<file path="config.mk">
export PLATFORM = sky130hd
export DESIGN_NAME = bin_to_bcd_seq
export DESIGN_NICKNAME = d
export VERILOG_FILES = /design/src/rtl/bcd_pkg.sv /design/src/rtl/bcd_digit_adj.sv /design/src/rtl/bin_to_bcd_seq.sv
export SDC_FILE = /design/constraint.sdc
export NUM_CORES = 1
export LEC_CHECK = 0
export ABC_AREA = 1
export ABC_CLOCK_PERIOD_IN_PS = 1120
export CAP_MARGIN = 15
export CORE_MARGIN = 5
export CORE_UTILIZATION = 48
export CTS_CLUSTER_DIAMETER = 200
export CTS_CLUSTER_SIZE = 8
export DETAILED_ROUTE_END_ITERATION = 12
export GPL_TIMING_DRIVEN = 0
export PLACE_DENSITY = 0.81
export SLEW_MARGIN = 20
export SYNTH_ARGS = -nofsm -noshare
export SYNTH_HDL_FRONTEND = slang
export SYNTH_SLANG_ARGS = --single-unit
</file>
<file path="constraint.sdc">
create_clock -name clk -period 1.12 [get_ports clk]
set_input_delay 0.224 -clock clk [delete_from_list [all_inputs] [get_ports clk]]
set_output_delay 0.224 -clock clk [all_outputs]
set_load 0.02 [all_outputs]
</file>
<file path="src/rtl/bcd_pkg.sv">
// Shared types and constants for the sequential binary-to-BCD converter.
package bcd_pkg;

    // Converter FSM states.
    typedef enum logic [1:0] {
        IDLE    = 2'd0,
        CONVERT = 2'd1,
        FINISH  = 2'd2
    } bcd_state_t;

    // A BCD digit at or above this value would exceed 9 after the next shift.
    localparam logic [3:0] BCD_ADJ_THRESH = 4'd5;
    // Correction added before the shift so the digit carries into its neighbour.
    localparam logic [3:0] BCD_ADJ_ADD    = 4'd3;

endpackage : bcd_pkg

</file>
<file path="src/rtl/bcd_digit_adj.sv">
// Single-digit double-dabble correction: adds 3 when the digit is 5 or more.
module bcd_digit_adj
    import bcd_pkg::*;
(
    input  logic [3:0] digit_in,
    output logic [3:0] digit_out
);

    // Pre-shift correction for one BCD digit.
    always_comb begin
        digit_out = (digit_in >= BCD_ADJ_THRESH) ? (digit_in + BCD_ADJ_ADD) : digit_in;
    end

endmodule : bcd_digit_adj

</file>
<file path="src/rtl/bin_to_bcd_seq.sv">
// Sequential binary-to-BCD converter (shift-and-add-3), one input bit per clock.
// Values above 10^DIGITS-1 saturate to all nines and raise ovf.
module bin_to_bcd_seq
    import bcd_pkg::*;
#(
    parameter int WIDTH  = 14,
    parameter int DIGITS = 4
) (
    input  logic                  clk,
    input  logic                  reset,
    input  logic                  start,
    input  logic [WIDTH-1:0]      bin_in,
    output logic                  busy,
    output logic                  done,
    output logic                  ovf,
    output logic [4*DIGITS-1:0]   bcd_out
);

    localparam int          BCD_W   = 4 * DIGITS;
    localparam int          CNT_W   = $clog2(WIDTH + 1);
    localparam int unsigned MAX_VAL = 10 ** DIGITS - 1;

    bcd_state_t         state_q,    state_d;
    logic [CNT_W-1:0]   cnt_q,      cnt_d;
    logic [WIDTH-1:0]   shift_q,    shift_d;
    logic [BCD_W-1:0]   scratch_q,  scratch_d;
    logic               ovf_pend_q, ovf_pend_d;
    logic               busy_q,     busy_d;
    logic               done_q,     done_d;
    logic               ovf_q,      ovf_d;
    logic [BCD_W-1:0]   bcd_q,      bcd_d;

    // Scratch digits after the add-3 correction, ready to be shifted.
    logic [BCD_W-1:0]   adj_w;

    // One correction cell per BCD digit.
    for (genvar g = 0; g < DIGITS; g++) begin : g_adj
        bcd_digit_adj u_adj (
            .digit_in  (scratch_q[4*g +: 4]),
            .digit_out (adj_w[4*g +: 4])
        );
    end

    // Next-state logic: accept, shift WIDTH times, then publish the result.
    always_comb begin
        // NOTE: every _d gets a default first so no path leaves it unassigned (no latches).
        state_d    = state_q;
        cnt_d      = cnt_q;
        shift_d    = shift_q;
        scratch_d  = scratch_q;
        ovf_pend_d = ovf_pend_q;
        busy_d     = busy_q;
        done_d     = 1'b0;
        ovf_d      = ovf_q;
        bcd_d      = bcd_q;

        case (state_q)
            IDLE: begin
                if (start) begin
                    shift_d    = bin_in;
                    scratch_d  = '0;
                    cnt_d      = CNT_W'(WIDTH);
                    ovf_pend_d = (32'(bin_in) > MAX_VAL);
                    busy_d     = 1'b1;
                    state_d    = CONVERT;
                end
            end
            CONVERT: begin
                // The top scratch bit falls off; saturation covers that range.
                {scratch_d, shift_d} = {adj_w, shift_q} << 1;
                cnt_d                = cnt_q - 1'b1;
                if (cnt_q == CNT_W'(1)) begin
                    state_d = FINISH;
                end
            end
            FINISH: begin
                bcd_d   = ovf_pend_q ? {DIGITS{4'h9}} : scratch_q;
                ovf_d   = ovf_pend_q;
                done_d  = 1'b1;
                busy_d  = 1'b0;
                state_d = IDLE;
            end
            default: begin
                state_d = IDLE;
            end
        endcase
    end

    // State registers with synchronous active-low reset.
    always_ff @(posedge clk) begin
        // NOTE: non-blocking assignments so every flop samples pre-edge values.
        if (!reset) begin
            state_q    <= IDLE;
            cnt_q      <= '0;
            shift_q    <= '0;
            scratch_q  <= '0;
            ovf_pend_q <= 1'b0;
            busy_q     <= 1'b0;
            done_q     <= 1'b0;
            ovf_q      <= 1'b0;
            bcd_q      <= '0;
        end else begin
            state_q    <= state_d;
            cnt_q      <= cnt_d;
            shift_q    <= shift_d;
            scratch_q  <= scratch_d;
            ovf_pend_q <= ovf_pend_d;
            busy_q     <= busy_d;
            done_q     <= done_d;
            ovf_q      <= ovf_d;
            bcd_q      <= bcd_d;
        end
    end

    assign busy    = busy_q;
    assign done    = done_q;
    assign ovf     = ovf_q;
    assign bcd_out = bcd_q;

endmodule : bin_to_bcd_seq

</file>
==> impl_metrics.env, run 1 <==
export IMPL_finalSetupViolCount=38
export IMPL_clockRootBuffer="clkbuf_8"
export IMPL_crit_path_start_kind="flip-flop"
export IMPL_cts_tree="built"
export IMPL_holdWs_ps=375
export IMPL_port_buffers=35
export IMPL_max_stage_delay_ps=380
export IMPL_layout_cells_non_filler=491
export IMPL_pre_cts_ws_ps=-520
export IMPL_timing_final_ws_setup_ps=-289
export IMPL_fin_crit_ps=1410
export IMPL_yosysWarnings=0
export IMPL_final_max_slew_viol_count=0
export IMPL_rows=26
export IMPL_die_y_microns=82.5
export IMPL_worst_pin_slew_ps=537
export IMPL_leakagePower_nw=1.69
export IMPL_path_cells="buf_4 > o21ai_0 > nand2_1 > nand2_1 > nor2_2 > nor2_1 > nor2_1"
export IMPL_synth_edff_count=0
export IMPL_drc=0
export IMPL_area_growth_pct=47.4
export IMPL_die_width_microns=82.5
export IMPL_grt_ovfl_total=0
export IMPL_vdd_ir_drop_max_mv=0.526
export IMPL_grt_pass1_vias=2660
export IMPL_endpoint_kind="flip-flop"
export IMPL_hold_viol=0
export IMPL_antenna_cells=0
export IMPL_vias=2845
export IMPL_grt_max_degree=17
export IMPL_grt_pass1_wl_microns=11900
export IMPL_regArea_sq_um=1150
export IMPL_crit_arrival_ps=1610
export IMPL_seq_area_frac_synth=0.444
export IMPL_cts_buffer_depth=2
export IMPL_clock_fmax_mhz=710
export IMPL_power_mw=4.07
export IMPL_totalWireLength_microns=8890
export IMPL_fin_tns_setup_ps=-1580
export IMPL_cts_made_buffers=5
export IMPL_synth_async_reset_ratio=0
export IMPL_ys_types=23
export IMPL_vias_per_cell=5.79
export IMPL_drive_gt1_frac=0.368
export IMPL_h_tree_depth=2
export IMPL_synth_nets=376
export IMPL_slew_headroom=0.642
export IMPL_num_io_pins=36
export IMPL_violations="negative setup slack"
export IMPL_track_usage=0.227
export IMPL_dp_cells=454
export IMPL_synth_area_sq_um=2530
export IMPL_yosysMostFrequentCell="nand2_1"
export IMPL_synth_area_leaders="dfxtp_1 44%, nand2_1 15%, nand3_1 7.9%"
export IMPL_cts_sinks=56
export IMPL_ant_nets=0
export IMPL_synth_largest_area_cell="dfxtp_1"
export IMPL_crit_type="flip-flop to flip-flop"
export IMPL_crit_fanout=4
export IMPL_skew_ps=15.5
export IMPL_worstSkewPairLatency_ps=320
export IMPL_hold_path_cell_count=3
export IMPL_finalCritPeriodShare=1.26
export IMPL_synth_top_area_share=0.444
export IMPL_ys_ff_latch=56
export IMPL_dp_hpwl_microns=4410
export IMPL_status="finished, violations left"
export IMPL_synth_cells=349
export IMPL_start_util=0.495
export IMPL_die_area_sq_um=6810
export IMPL_netlist_top_cells_count="102 x nand2_1, 56 x dfxtp_1, 40 x nand3_1"
export IMPL_multi_input_area_sq_um=1590
export IMPL_wire_per_inst_microns=18.1
export IMPL_antenna_found_initial=0
export IMPL_worstHoldPathType="input pin to flip-flop"
export IMPL_coreArea_sq_um=5110
export IMPL_clk_pin_slew_worst_paths_ps=110
export IMPL_holdBufCountCts=0
export IMPL_nets=447
export IMPL_maxCapViolations=0
export IMPL_drt_pass1_iter_count=5
export IMPL_n_fill_cell=350
export IMPL_slowest_stage="dfxtp_4"
export IMPL_syn_area_per_cell_sq_um=7.24
export IMPL_first_iter_violations=265
export IMPL_ys_flop_type="dfxtp_1"
export IMPL_rsz0062_at_grt="yes"
export IMPL_p_per_area_nw_per_um2=1090
export IMPL_crit_required_ps=1320
export IMPL_r2r_cells=7
export IMPL_place_congestion=0.929
final timing paths:
kind | from | endpoint | slack (ps)
setup / recovery | scratch_q[8]$_SDFFE_PN0P_ | scratch_q[12]$_SDFFE_PN0P_ | -290
setup reg to reg | scratch_q[8]$_SDFFE_PN0P_ | scratch_q[12]$_SDFFE_PN0P_ | -290
hold / removal | reset | cnt_q[2]$_SDFFE_PN0P_ | 370
hold reg to reg | bcd_out[11]$_SDFFE_PN0P_ | bcd_out[11]$_SDFFE_PN0P_ | 470
repair_timing:
action,in CTS,in global routing
cloned,1,0
hold endpoints to repair,0,0
gates resized for setup,155,75
setup endpoints to repair,74,51
buffers inserted,22,8
pin swaps,20,23
registers in the layout, indices dropped and copies added, names as in the netlist:
name        count
scratch_q      16
state_q         2
done            1
ovf             1
bcd_out        16
cnt_q           4
ovf_pend_q      1
shift_q        14
busy            1
layer usage:
metal	up-vias	part of all wire	GRT usage
met4	0	0.038	0.113
li1	1301	-	-
met2	147	0.50	0.402
met5	-	0	0
met1	1357	0.39	0.267
met3	40	0.077	0.0293
layout make-up:
cell class | count | area share
clock inverters | 1 | 0.00806
inverters | 31 | 0.0407
clock buffers | 7 | 0.0259
well taps | 70 | 0.0235
flip-flops and latches | 56 | 0.309
multi-input cells | 247 | 0.428
plain buffers | 13 | 0.0289
repair buffers | 66 | 0.135
critical path: cells and delay by family (launching register included):
family                 cells  cell delay, ps
DFF                        1             380
buffers and inverters      1             160
AOI/OAI and AO/OA          1             290
and+or+nand+nor            5             480
report_power, final:
group          switching (mW)  internal (mW)
sequential             0.0496           2.04
combinational           0.298          0.200
clock                   0.686          0.791
metrics by stage:
stage | instance area, sq um | utilization
2_1_floorplan | 2540 | -
3_3_place_gp | 2980 | 0.584
3_5_place_dp | 2980 | 0.584
4_1_cts | 3420 | 0.671
5_1_grt | 3720 | 0.729
6_report | 3720 | 0.729
logic make-up (layout without fill, tap and decap cells):
kind of cell / count (synthesis) / in the layout / synth area share
flops: 56 / 56 / 0.444
fa+ha+maj: 10 / 10 / 0.0495
simple gates: 178 / 178 / 0.298
xor+xnor: 1 / 1 / 0.00347
buf+inv: 46 / 118 / 0.0728
compound gates: 58 / 58 / 0.133
layout by cell type (no fill, tap or decap), types with 11 or more instances in the layout:
cell type / instances
buf_4: 27
nand2_1: 85
dfxtp_1: 43
buf_2: 19
nor2_1: 19
clkdlybuf4s50_1: 14
inv_1: 15
a31oi_1: 11
nand3_1: 31
a21oi_1: 12
Note: power is estimated with default switching activity, not from simulation.
==> inputs of run 2 (changes only) <==
==> constraint.sdc (replaced) <==
create_clock -name clk -period 1.12 [get_ports clk]
set_input_delay 0.112 -clock clk [delete_from_list [all_inputs] [get_ports clk]]
set_output_delay 0.112 -clock clk [all_outputs]
set_load 0.02 [all_outputs]
==> run 2 against run 1 <==
Compared with the run above: the run still ends with negative setup slack left; utilization rose by 7.5 points; clock skew hardly changed; critical path depth up 1; critical path type unchanged.
==> impl_metrics.env, run 2 (synthesized netlist as in run 1, its figures left out) <==
export IMPL_worst_pin_slew_ps=581
export IMPL_start_util=0.495
export IMPL_maxCapViolations=0
export IMPL_final_cell_mix="80 x nand2_1, 44 x dfxtp_1, 30 x buf_4"
export IMPL_cts_made_buffers=5
export IMPL_placed_cell_area_sq_um=2980
export IMPL_crit_path_start_kind="flip-flop"
export IMPL_crit_required_ps=1370
export IMPL_hold_viol=0
export IMPL_fin_crit_ps=1400
export IMPL_status="finished, violations left"
export IMPL_area_growth_pct=62.5
export IMPL_final_common_cell="nand2_1"
export IMPL_hold_path_cell_count=3
export IMPL_rows=26
export IMPL_violations="negative setup slack"
export IMPL_min_from="start"
export IMPL_dp_hpwl_microns=4410
export IMPL_slowest_stage="dfxtp_4"
export IMPL_p_per_area_nw_per_um2=1060
export IMPL_die_width_microns=82.5
export IMPL_antenna_found_initial=0
export IMPL_vdd_ir_drop_max_mv=0.718
export IMPL_worstHoldPathType="input pin to flip-flop"
export IMPL_nets=467
export IMPL_die_area_sq_um=6810
export IMPL_fin_tns_setup_ps=-6480
export IMPL_slew_headroom=0.613
export IMPL_track_usage=0.250
export IMPL_wire_per_inst_microns=21.5
export IMPL_cts_buffer_depth=2
export IMPL_worst_r2r_endpoint="scratch_q[8]$_SDFFE_PN0P_"
export IMPL_endpoint_kind="flip-flop"
export IMPL_grt_pass1_wl_microns=13000
export IMPL_cts_sinks=56
export IMPL_port_buffers=35
export IMPL_finalSetupViolCount=55
export IMPL_worstSkewPairLatency_ps=320
export IMPL_dp_cells=454
export IMPL_place_congestion=0.929
export IMPL_r2r_start="state_q[0]$_SDFFE_PN0P_"
export IMPL_ant_nets=0
export IMPL_drc=0
export IMPL_finalCritPeriodShare=1.25
export IMPL_first_iter_violations=508
export IMPL_whs_endpoint="state_q[0]$_SDFFE_PN0P_"
export IMPL_top_layer="met4"
export IMPL_rrSetupSlack_ps=-280
export IMPL_die_y_microns=82.5
export IMPL_cp_num_buf_inv=3
export IMPL_h_tree_depth=2
export IMPL_clockRootBuffer="clkbuf_8"
export IMPL_skew_ps=15.6
export IMPL_drt_pass1_iter_count=5
export IMPL_clk_pin_slew_worst_paths_ps=110
export IMPL_wl_met2_microns=5070
export IMPL_drive_gt1_frac=0.435
export IMPL_grt_ovfl_total=0
export IMPL_route_met3_wl_microns=1200
export IMPL_coreArea_sq_um=5110
export IMPL_path_cells="inv_6 > nor2_4 > buf_12 > buf_8 > nand2_2 > nor2_1 > nor2_1 > nor2_1"
export IMPL_cpMostUsedCell="nor2_1"
export IMPL_rsz0062_at_grt="yes"
export IMPL_clock_fmax_mhz=713
export IMPL_vias_per_cell=6.43
export IMPL_antenna_cells=0
export IMPL_num_io_pins=36
export IMPL_wl_met1_microns=4040
export IMPL_totalWireLength_microns=11000
export IMPL_final_max_slew_viol_count=0
export IMPL_holdWs_ps=291
export IMPL_grt_max_degree=17
export IMPL_leakagePower_nw=1.81
export IMPL_vias=3286
export IMPL_stdcell_area_sq_um=4110
export IMPL_crit_fanout=6
export IMPL_power_mw=4.36
export IMPL_r2r_cells=8
export IMPL_layout_cells_non_filler=511
export IMPL_max_stage_delay_ps=410
export IMPL_cts_tree="built"
export IMPL_timing_final_ws_setup_ps=-283
export IMPL_crit_type="flip-flop to flip-flop"
export IMPL_critPathTopFamily="simple AND/OR/NAND/NOR gates"
export IMPL_crit_arrival_ps=1650
export IMPL_grt_pass1_vias=2811
[run 2: layout make-up]
class | count | area [sq um]
clock buffer | 7 | 96.3
inverter | 31 | 149
fill | 257 | 1000
tap | 70 | 87.6
buffer | 13 | 119
sequential | 56 | 1150
clock inverter | 1 | 30.0
multi-input combinational | 247 | 1680
timing repair buffer | 86 | 790
[run 2: routing by layer]
metal,GRT usage,up-vias
met5,0,-
met4,0.131,0
met3,0.0434,101
met2,0.443,324
met1,0.285,1516
li1,-,1345
[run 2: worst register-to-register path, stage by stage, from the launching register on]
cell,delay (ps)
dfxtp_4,410
inv_6,60
nor2_4,120
buf_12,140
buf_8,130
nand2_2,70
nor2_1,180
nor2_1,90
nor2_1,120
[run 2: where the power goes]
part | switching (mW) | internal (mW)
clock | 0.714 | 0.791
combinational | 0.416 | 0.337
sequential | 0.0625 | 2.04
[run 2: worst max-delay path by stage]
stage	startpoint	to	slack (ps)	depth (start not counted)
after global routing	state_q[0]$_SDFFE_PN0P_	scratch_q[8]$_SDFFE_PN0P_	-290	8
final	state_q[0]$_SDFFE_PN0P_	scratch_q[8]$_SDFFE_PN0P_	-280	8
after global placement	start	shift_q[10]$_SDFFE_PN0P_	-380	6
after floorplan	scratch_q[4]$_SDFFE_PN0P_	scratch_q[8]$_SDFFE_PN0P_	0.7	9
after detailed placement	start	shift_q[10]$_SDFFE_PN0P_	-410	6
after CTS	state_q[0]$_SDFFE_PN0P_	bcd_out[6]$_SDFFE_PN0P_	-100	8
[run 2: what timing repair did]
item / 4_1_cts / 5_1_grt
hold buffers: 0 / 0
resized for setup: 119 / 139
buffers inserted: 29 / 16
gates cloned: 4 / 4
hold endpoints to repair: 0 / 0
pin swaps: 22 / 40
setup endpoints to repair: 73 / 73
[run 2: per-stage QoR]
stage / util / worst slack [ps]
after global placement: 0.584 / -379
final: 0.804 / -283
after detailed placement: 0.584 / -408
after floorplan: - / 0.712
after CTS: 0.712 / -101
after global routing: 0.804 / -286
